<file path="config.mk">
export PLATFORM = sky130hd
export DESIGN_NAME = seq_restoring_divider
export DESIGN_NICKNAME = d
export VERILOG_FILES = /design/src/rtl/seq_restoring_divider_pkg.sv /design/src/rtl/seq_restoring_divider_div_step.sv /design/src/rtl/seq_restoring_divider.sv
export SDC_FILE = /design/constraint.sdc
export NUM_CORES = 1
export LEC_CHECK = 0
export ABC_AREA = 1
export CORE_MARGIN = 5
export CORE_UTILIZATION = 52
export DETAILED_ROUTE_END_ITERATION = 10
export PLACE_DENSITY = 0.75
export SYNTH_ARGS = -nofsm -noshare
export SYNTH_HDL_FRONTEND = slang
export SYNTH_SLANG_ARGS = --single-unit
</file>
<file path="constraint.sdc">
create_clock -name clk -period 1.9 [get_ports clk]
set_input_delay 0.38 -clock clk [delete_from_list [all_inputs] [get_ports clk]]
set_output_delay 0.38 -clock clk [all_outputs]
set_load 0.03 [all_outputs]
</file>
<file path="src/rtl/seq_restoring_divider_pkg.sv">
// Shared definitions for the sequential restoring divider: state encoding,
// default operand widths and the iteration-counter width helper.
package seq_restoring_divider_pkg;

    localparam int DEF_DIVIDEND_W = 8;
    localparam int DEF_DIVISOR_W  = 4;

    typedef enum logic [1:0] {
        ST_IDLE = 2'd0,
        ST_BUSY = 2'd1,
        ST_DONE = 2'd2
    } state_t;

    // One extra bit over $clog2 so the counter can reach DIVIDEND_W without wrapping.
    function automatic int cnt_width(input int n);
        return $clog2(n) + 1;
    endfunction

endpackage

</file>
<file path="src/rtl/seq_restoring_divider_div_step.sv">
// One restoring-division iteration: shift the next dividend bit into the
// partial remainder, trial-subtract the divisor, and shift the quotient bit in.
module div_step
    import seq_restoring_divider_pkg::*;
#(
    parameter int DIVIDEND_W = DEF_DIVIDEND_W,
    parameter int DIVISOR_W  = DEF_DIVISOR_W
) (
    input  logic [DIVISOR_W-1:0]  i_rem,
    input  logic [DIVIDEND_W-1:0] i_q,
    input  logic [DIVISOR_W-1:0]  i_divisor,
    output logic [DIVISOR_W-1:0]  o_rem,
    output logic [DIVIDEND_W-1:0] o_q
);

    // The stored remainder is always below the divisor, so it fits DIVISOR_W
    // bits; only the shifted trial value R' needs the extra top bit.
    logic [DIVISOR_W:0] w_shift;
    logic [DIVISOR_W:0] w_div_ext;

    assign w_shift   = {i_rem, i_q[DIVIDEND_W-1]};
    assign w_div_ext = {1'b0, i_divisor};

    // Trial subtraction; the modular DIVISOR_W-bit difference is exact because the result is below the divisor.
    always_comb begin
        o_rem = w_shift[DIVISOR_W-1:0];
        o_q   = {i_q[DIVIDEND_W-2:0], 1'b0};
        if (w_shift >= w_div_ext) begin
            o_rem = w_shift[DIVISOR_W-1:0] - i_divisor;
            o_q   = {i_q[DIVIDEND_W-2:0], 1'b1};
        end else begin
            o_rem = w_shift[DIVISOR_W-1:0];
            o_q   = {i_q[DIVIDEND_W-2:0], 1'b0};
        end
    end

endmodule

</file>
<file path="src/rtl/seq_restoring_divider.sv">
// Multi-cycle unsigned restoring divider with a start/done handshake.
// One quotient bit per clock; divide-by-zero completes immediately with an error flag.
module seq_restoring_divider
    import seq_restoring_divider_pkg::*;
#(
    parameter int DIVIDEND_W = DEF_DIVIDEND_W,
    parameter int DIVISOR_W  = DEF_DIVISOR_W
) (
    input  logic                  clk,
    input  logic                  rst,
    input  logic                  start,
    input  logic [DIVIDEND_W-1:0] dividend,
    input  logic [DIVISOR_W-1:0]  divisor,
    output logic                  busy,
    output logic                  done,
    output logic [DIVIDEND_W-1:0] quotient,
    output logic [DIVISOR_W-1:0]  remainder,
    output logic                  div_by_zero
);

    localparam int                CNT_W     = cnt_width(DIVIDEND_W);
    localparam logic [CNT_W-1:0]  LAST_ITER = CNT_W'(DIVIDEND_W - 1);

    state_t                  r_state;
    state_t                  w_state_next;
    logic [DIVISOR_W-1:0]    r_rem;
    logic [DIVIDEND_W-1:0]   r_q;
    logic [DIVISOR_W-1:0]    r_divisor;
    logic [CNT_W-1:0]        r_cnt;
    logic [DIVISOR_W-1:0]    w_rem_next;
    logic [DIVIDEND_W-1:0]   w_q_next;
    logic                    w_accept;
    logic                    w_zero;
    logic                    w_last_iter;

    assign w_zero      = (divisor == {DIVISOR_W{1'b0}});
    assign w_last_iter = (r_state == ST_BUSY) && (r_cnt == LAST_ITER);

    div_step #(
        .DIVIDEND_W (DIVIDEND_W),
        .DIVISOR_W  (DIVISOR_W)
    ) u_div_step (
        .i_rem     (r_rem),
        .i_q       (r_q),
        .i_divisor (r_divisor),
        .o_rem     (w_rem_next),
        .o_q       (w_q_next)
    );

    // Next-state logic: a request is accepted from IDLE or from the DONE cycle.
    always_comb begin
        w_state_next = r_state;
        w_accept     = 1'b0;
        case (r_state)
            ST_IDLE, ST_DONE: begin
                if (start) begin
                    w_accept     = 1'b1;
                    w_state_next = w_zero ? ST_DONE : ST_BUSY;
                end else begin
                    w_state_next = ST_IDLE;
                end
            end
            ST_BUSY: begin
                if (r_cnt == LAST_ITER) begin
                    w_state_next = ST_DONE;
                end else begin
                    w_state_next = ST_BUSY;
                end
            end
            default: begin
                w_state_next = ST_IDLE;
            end
        endcase
    end

    // State register plus registered busy/done derived from the next state.
    always_ff @(posedge clk or posedge rst) begin
        if (rst) begin
            r_state <= ST_IDLE;
            busy    <= 1'b0;
            done    <= 1'b0;
        end else begin
            r_state <= w_state_next;
            busy    <= (w_state_next == ST_BUSY);
            done    <= (w_state_next == ST_DONE);
        end
    end

    // Operand capture on acceptance, then one restoring iteration per edge while busy.
    always_ff @(posedge clk or posedge rst) begin
        if (rst) begin
            r_rem     <= {DIVISOR_W{1'b0}};
            r_q       <= {DIVIDEND_W{1'b0}};
            r_divisor <= {DIVISOR_W{1'b0}};
            r_cnt     <= {CNT_W{1'b0}};
        end else if (w_accept) begin
            r_rem     <= {DIVISOR_W{1'b0}};
            r_q       <= dividend;
            r_divisor <= divisor;
            r_cnt     <= {CNT_W{1'b0}};
        end else if (r_state == ST_BUSY) begin
            r_rem     <= w_rem_next;
            r_q       <= w_q_next;
            r_cnt     <= r_cnt + CNT_W'(1);
        end else begin
            r_rem     <= r_rem;
            r_q       <= r_q;
            r_divisor <= r_divisor;
            r_cnt     <= r_cnt;
        end
    end

    // Result registers load only on entry to DONE and hold until the next result.
    always_ff @(posedge clk or posedge rst) begin
        if (rst) begin
            quotient    <= {DIVIDEND_W{1'b0}};
            remainder   <= {DIVISOR_W{1'b0}};
            div_by_zero <= 1'b0;
        end else if (w_accept && w_zero) begin
            quotient    <= {DIVIDEND_W{1'b1}};
            remainder   <= {DIVISOR_W{1'b0}};
            div_by_zero <= 1'b1;
        end else if (w_last_iter) begin
            quotient    <= w_q_next;
            remainder   <= w_rem_next;
            div_by_zero <= 1'b0;
        end else begin
            quotient    <= quotient;
            remainder   <= remainder;
            div_by_zero <= div_by_zero;
        end
    end

endmodule
</file>
# Yosys cells after proc, flatten, opt, wreduce, memory -nomap -nowiden
# Index checks and enable logic that the tools add are counted.
[word_totals]
out_inout_bits = 15
regBits = 37
[op_classes]
addsub = 2
eq_ne = 5
n_reduce_logical = 7
muxes = 20
magnitude_cmp = 1
[op_table]
columns = ["cell", "count"]
rows = [
  ["$mux W8", 4],
  ["$mux W4", 7],
  ["$mux W2", 3],
  ["$ge A5 B4 Y1", 1],
  ["$mux W1", 5],
  ["$add A4 B1 Y4 const B", 1],
  ["$eq A2 B1 Y1 const B", 2],
  ["$eq A2 B2 Y1 const B", 2],
  ["$eq A4 B3 Y1 const B", 1],
  ["$logic_not A4 Y1", 1],
  ["$pmux W2 S2", 1],
  ["$reduce_bool A2 Y1", 2],
  ["$sub A4 B4 Y4", 1],
  ["$logic_and A1 B1 Y1", 2],
  ["$logic_not A2 Y1", 1],
  ["$reduce_or A2 Y1", 1],
]

# Logic depth before layout (Yosys ltp)
[depth]
word_depth = 5
depth_mapped = 11

# By module
# Synthesis repeated with hierarchy kept, for this count alone.
[unflattened]
cells_unflattened = 226
area_unflattened_um2 = 1898.1
[by_module_without_submodules]
columns = ["mod", "instances", "area_each_um2", "cells_per_inst"]
rows = [
  ["seq_restoring_divider", 1, 1591.5, 180],
  ["div_step", 1, 306.5, 46],
]

# Worst setup path before layout
# Ideal clock, no wire load.
[synth_path]
path_type = "register -> register"
from = "register r_rem[1]"
to = "register r_q[0]"
synth_period_minus_slack_ns = 1.423
path_buffers = 0
arrival_time_ns = 1.303
path_stages_with_launch = 8
setup_slack_ns = 0.477
path_cell_list = "dfrtp_1 ha_1 a21oi_2 nand2_1 nand2_2 nand2_2 o21ai_1 nand2_1"
[synth_via]
elab_chain_cells = 4
[synth_rtl]
columns = ["element", "line_no", "text"]
rows = [
  ["start: declaration", "seq_restoring_divider.sv:26", "logic [DIVISOR_W-1:0] r_rem;"],
  ["start signal: assignment", "seq_restoring_divider.sv:92", "r_rem <= {DIVISOR_W{1'b0}};"],
  ["start signal: assignment", "seq_restoring_divider.sv:97", "r_rem <= {DIVISOR_W{1'b0}};"],
  ["start signal: assignment", "seq_restoring_divider.sv:102", "r_rem <= w_rem_next;"],
  ["$ge A5 B4 Y1", "seq_restoring_divider_div_step.sv:28", "if (w_shift >= w_div_ext) begin"],
  ["$mux W1", "seq_restoring_divider_div_step.sv:28", ""],
  ["$mux W8", "seq_restoring_divider.sv:101", "end else if (r_state == ST_BUSY) begin"],
  ["$mux W8", "seq_restoring_divider.sv:96", "end else if (w_accept) begin"],
  ["end signal: assignment", "seq_restoring_divider.sv:98", "r_q <= dividend;"],
  ["end signal: assignment", "seq_restoring_divider.sv:103", "r_q <= w_q_next;"],
  ["end signal: assignment", "seq_restoring_divider.sv:107", "r_q <= r_q;"],
  ["end: declaration", "seq_restoring_divider.sv:27", "logic [DIVIDEND_W-1:0] r_q;"],
]
# No other way between the ends. The select of a mux whose other input is x is not followed.
# A chain may end at the register's enable or synchronous reset.

# Worst setup path in the final report
[layout_path]
from = "register quotient[6]"
to = "output port quotient[6]"
[layout_lines]
columns = ["element", "line_no", "text"]
rows = [
  ["start: declaration", "seq_restoring_divider.sv:16", "output logic [DIVIDEND_W-1:0] quotient,"],
  ["start signal: assignment", "seq_restoring_divider.sv:116", "quotient <= {DIVIDEND_W{1'b0}};"],
  ["start signal: assignment", "seq_restoring_divider.sv:120", "quotient <= {DIVIDEND_W{1'b1}};"],
  ["start signal: assignment", "seq_restoring_divider.sv:124", "quotient <= w_q_next;"],
]
# No word-level cell between the ends.

==> reports/results.ini <==
[outcome]
status=finished clean

[drt]
drt_iter0_drc=97
postRouteAntennaNets=0
wire_per_inst_microns=13.7
vias_per_cell=5.01
firstDrtPassIters=5
drc=0
wl_mm=3.80
vias=1387

[synthesis]
yosys.area_share.xor_xnor=0.00491
synth_warnings=0
netlist.area_leader.share=0.519
yosysTopAreaCell=dfrtp_1
synth_nets=215
synth_cells=194
netlist_area_sq_um=1780
muxShareOfSynthArea=0
avgSynthCellArea_sq_um=9.20
synthFlopType=dfrtp_1
synth_compound_area_frac=0.112
yosysSeqAreaShare=0.519
synth_adder_area_share=0.0463
ys_types=25
synth_commonest_cells=nand2_1 (45), dfrtp_1 (37), inv_1 (27)
synth.top_cells.by_area=dfrtp_1 (52%), nand2_1 (9.5%), inv_1 (5.7%)
ys_ff_latch=37
async_flop_share=1.00
synth_top_family_by_area=simple AND/OR/NAND/NOR gates
synth.most_common_cell=nand2_1
synth_simple_gate_area_frac=0.228
synth_edf_count=0

[setup_path]
critPathTopFamily=buffers and inverters
crit_fanout=2
worstSetupEndpoint=quotient[6]
rr_worst_depth=8
worstPathArrival_ps=1410
required_ps=1520
rr_startpoint=r_q[7]$_DFFE_PP0P_
max_stage_delay_ps=680
crit_slowest_cell=clkdlybuf4s50_1
ff2ff_setup_slack_ps=290
worstSetupPathType=reg2out
cp_num_cells=1
crit_buf_inv=1
path_cells=clkdlybuf4s50_1
crit_path_start=quotient[6]$_DFFE_PP0P_
start_kind=register
cp-end-kind=output pin
rr_endpoint=remainder[2]$_DFFE_PP0P_

[global_routing]
grt_use_met2=0.305
grtUsageMet3=0.0519
grt_max_degree=38
grt_overflow_total=0
top_usage_layer=met2
antenna_found_initial=0
use_met1=0.237
grt_pass1_vias=1439
track_usage=0.191
grt_pass1_wl_mm=6.44

[pwr]
p_per_area_nw_per_um2=1970
ir_worst_vdd_uv=906
p_leak_nw=1.08

[timing]
worst_pin_slew_ps=460
tns_ps=0
max_freq_mhz=560
setup_viol=0
period_share=0.939
timing.final.max_slew_violations=0
finalCriticalPeriod_ps=1790
skew_ps=8.45
slew_headroom=0.694
rsz0062_at_grt=false
worst_slack_ps=115
hold_viol=0

[place]
place_area_sq_um=2120
port_buffers=29
dpl.hpwl_mm=2.85
gp_congestion=0.862
dp_slack_ps=216

[run]
drv_cap=0

[min_path]
hp-class=in2async

[final_layout]
final_cell_area_sq_um=2220
nNetsFinal=251
drive_gt1_frac=0.134
n_antenna_cell=0
area_growth_pct=24.5

[cts]
postCtsSetupBuffers=0
clkSinkCount=37
cts_resized=0
htreeDepth=2
cts_tree=built
cts_buffers=5
clock_latency_ps=350
clock_path_buffers=2
postCtsHoldBufs=0
clk_pin_slew_worst_paths_ps=120
root_buffer=clkbuf_4

[die]
ios=30
start_util=0.535
core_area_sq_um=3340
die_x_microns=68.6
dieArea_sq_um=4700
die_y_microns=68.6
row_count=21

cells by family (layout without fill, tap and decap cells):
| family | after synthesis | count (layout) |
|---|---|---|
| adders and majority gates | 6 | 6 |
| and+or+nand+nor | 85 | 85 |
| AOI/OAI and AO/OA | 30 | 30 |
| buffers and inverters | 35 | 72 |
| xor gates and xnor gates | 1 | 1 |
| DFF | 37 | 37 |
metal layers:
| metal | vias up | wire length, microns |
|---|---|---|
| li1 | 690 | - |
| met1 | 643 | 1680 |
| met2 | 48 | 1790 |
| met3 | 6 | 256 |
| met4 | 0 | 70 |
| met5 | - | 0 |
final cells by class:
type / count / area [sq um]
Tap cell: 46 / 57.6
Fill cell: 286 / 1120
Inverter: 32 / 125
Timing Repair Buffer: 32 / 313
Clock inverter: 3 / 65.1
Multi-Input combinational cell: 122 / 697
Clock buffer: 5 / 37.5
Sequential cell: 37 / 926
through the flow:
step	hold slack [ps]	util	std cells	total power [W]
CTS	436	0.666	277	0.00440
global route	477	0.666	277	0.00473
global placement	464	0.635	269	0.00360
finish	427	0.666	277	0.00437
detailed placement	478	0.635	269	0.00371
floorplan	449	-	194	0.00305
cell usage in the layout (no fill, tap or decap), drive strengths merged:
cell type	synthesis	routed
clkbuf	0	5
fa	1	1
inv	31	31
nor2	16	16
nand4	1	1
o21ai	14	14
nand3	16	16
dfrtp	37	37
bufinv	0	2
a22o	1	1
clkinv	1	2
nand2	52	52
ha	5	5
buf	3	3
xnor2	1	1
o221ai	6	6
clkdlybuf4s50	0	29
a21oi	9	9
worst min path at each step:
stage | slack (ps) | depth (start not counted) | endpoint
floorplan | 450 | 2 | r_q[0]$_DFFE_PP0P_
global placement | 460 | 2 | r_q[0]$_DFFE_PP0P_
detailed placement | 480 | 2 | remainder[1]$_DFFE_PP0P_
CTS | 440 | 3 | remainder[2]$_DFFE_PP0P_
global route | 480 | 3 | remainder[3]$_DFFE_PP0P_
finish | 430 | 3 | remainder[2]$_DFFE_PP0P_
sequential cells by signal (all words and copies together), names as in the netlist:
signal,cells
busy,1
div_by_zero,1
done,1
quotient,8
r_cnt,4
r_divisor,4
r_q,8
r_rem,4
r_state,2
remainder,4
power breakdown:
| group | internal, W | switching [W] | total [W] |
|---|---|---|---|
| clock network | 0.000407 | 0.000274 | 0.000681 |
| registers | 0.00116 | 0.000206 | 0.00137 |
| logic | 0.000870 | 0.00145 | 0.00232 |
| total | 0.00244 | 0.00193 | 0.00437 |
Note: power is estimated with default switching activity, not from simulation.
==> patch: new RTL, same flow settings <==
The 3 states of `state_t` get a one-hot encoding in 3 bits.
--- a/src/rtl/seq_restoring_divider_pkg.sv
+++ b/src/rtl/seq_restoring_divider_pkg.sv
@@ -5,10 +5,10 @@
     localparam int DEF_DIVIDEND_W = 8;
     localparam int DEF_DIVISOR_W  = 4;
 
-    typedef enum logic [1:0] {
-        ST_IDLE = 2'd0,
-        ST_BUSY = 2'd1,
-        ST_DONE = 2'd2
+    typedef enum logic [2:0] {
+        ST_IDLE = 3'b001,
+        ST_BUSY = 3'b010,
+        ST_DONE = 3'b100
     } state_t;
 
     // One extra bit over $clog2 so the counter can reach DIVIDEND_W without wrapping.
Behaviour: same outputs for any inputs over 10 cycles, from zero or initial values and one cycle with rst high; not proved beyond that.
==> patch against the unedited design <==
Non-clock buffer count is 1 lower; area after synthesis is 1.5% higher; sequential share of layout area is 1.3 points higher; setup slack worse by 14 ps; critical path depth stayed put; sequential cell count is 1 higher; core utilization is 0.67 points lower; total power is 19% lower; wire length is 4.7% higher; design area is 0.23% lower; first-iteration DRC count is 10% higher; clock power is 32% lower.
==> patch: results <==
export IMPL_placed_area_um2=2150
export IMPL_port_buffers=29
export IMPL_nFillCells=303
export IMPL_holdCritPathClass="in -> async"
export IMPL_grt_pass1_vias=1507
export IMPL_async_flop_share_pct=100
export IMPL_r2r_end="r_rem[1]"
export IMPL_grt_max_degree=26
export IMPL_ys_warn_count=0
export IMPL_drive_gt1_share_pct=8.47
export IMPL_fin_nets=268
export IMPL_grt_usage_pct=18.2
export IMPL_wl_per_cell_um=13.5
export IMPL_finalWeightedCongestion=0.924
export IMPL_synth_avg_cell_area_um2=8.47
export IMPL_drtIter0Drc=107
export IMPL_routed_via_density=5.07
export IMPL_finalWirelength_um=3980
export IMPL_relSlewSlack_pct=67.5
export IMPL_h_tree_depth=2
export IMPL_numPlacedInstances=286
export IMPL_synth_top_area_share_pct=51.1
export IMPL_whs_ps=212
export IMPL_cts_root_buffer="clkbuf_4"
export IMPL_pre_cts_slack_ps=187
export IMPL_synth_cell_type_count=22
export IMPL_grt_pass1_wl_um=6960
export IMPL_synth_xor_area_share_pct=0.967
export IMPL_crit_fanout=2
export IMPL_synth_area_mux_share_pct=0
export IMPL_antenna_found_initial=0
export IMPL_crit_path_top_delay_cell="clkdlybuf4s50_1"
export IMPL_reg2regPathDepth=8
export IMPL_cellLeakagePower_nw=1.14
export IMPL_numCtsBuffers=5
export IMPL_status="completed"
export IMPL_r2r_slack_ps=240
export IMPL_synth_compound_area_share_pct=5.52
export IMPL_drt_first_pass_iters=5
export IMPL_dp_hpwl_um=2910
export IMPL_max_vdd_ir_drop_uv=883
export IMPL_synth_fp_nets=235
export IMPL_synthAdderAreaFrac_pct=4.56
export IMPL_rr_startpoint="r_rem[1]"
export IMPL_antenna_cells=0
export IMPL_cts_resized_gates=0
export IMPL_power_switching_mw=1.59
export IMPL_ys_seq_area_share_pct=52.6
export IMPL_fin_skew_ps=12.3
export IMPL_synthTopCellsByCount="nand2_1 (81), dfrtp_1 (37), nand3_1 (25)"
export IMPL_clk_path_buf_depth=2
export IMPL_yosys_top_cells_area="dfrtp_1 (51%), nand2_1 (17%), nand3_1 (6.9%), inv_1 (4.8%), ha_1 (3.5%)"
## patch: cell types whose count changed after synthesis, moves of 3 or more
cell | unedited run | this run
a21oi_1 | 3 | 10
o21ai_0 | 13 | 7
buf_4 | 0 | 3
nand3_1 | 16 | 25
a21oi_2 | 6 | 0
o221ai_1 | 6 | 0
nand2_1 | 45 | 81
nand2_2 | 4 | 1
inv_1 | 27 | 23
nor2_4 | 1 | 4
nor2_1 | 14 | 6
## patch: cells by family after synthesis
group | Yosys count
XOR/XNOR | 2
AO/OA/AOI/OAI | 19
adder cells (fa/ha/maj) | 6
buffers and inverters | 30
flip-flops | 38
AND/OR/NAND/NOR | 119
## patch: routing by layer
metal / vias up / GRT usage (%) / routed length, um
li1: 736 / - / -
met3: 5 / 4.07 / 262
met1: 705 / 22.7 / 1660
met2: 45 / 30.4 / 2010
met4: 0 / 7.16 / 42
met5: - / 0 / 0
## patch: power by group through the flow
stage / clock network, mW / logic (mW) / registers (mW)
CTS: 0.464 / 1.76 / 1.32
global route: 0.498 / 1.98 / 1.36
global placement: 0 / 1.69 / 1.32
detailed placement: 0 / 1.75 / 1.33
finish: 0.460 / 1.76 / 1.32
floorplan: 0 / 0.978 / 1.55
## patch: worst max-delay path by stage
stage,from,end,slack [ps],depth (start not counted)
finish,remainder[3],remainder[3],100,1
global route,quotient[7],quotient[7],60,1
CTS,quotient[7],quotient[7],80,1
detailed placement,divisor[3],quotient[6],190,7
global placement,divisor[0],remainder[0],210,7
floorplan,r_rem[1],remainder[2],410,8
## patch: layout make-up
class | count | area, um^2 | area share (%)
tap | 46 | 57.6 | 2.60
multi-input combinational | 146 | 731 | 33.0
clock inverter | 2 | 12.5 | 0.565
timing repair buffer | 31 | 318 | 14.3
inverter | 25 | 93.8 | 4.23
clock buffer | 6 | 51.3 | 2.32
sequential | 38 | 952 | 43.0
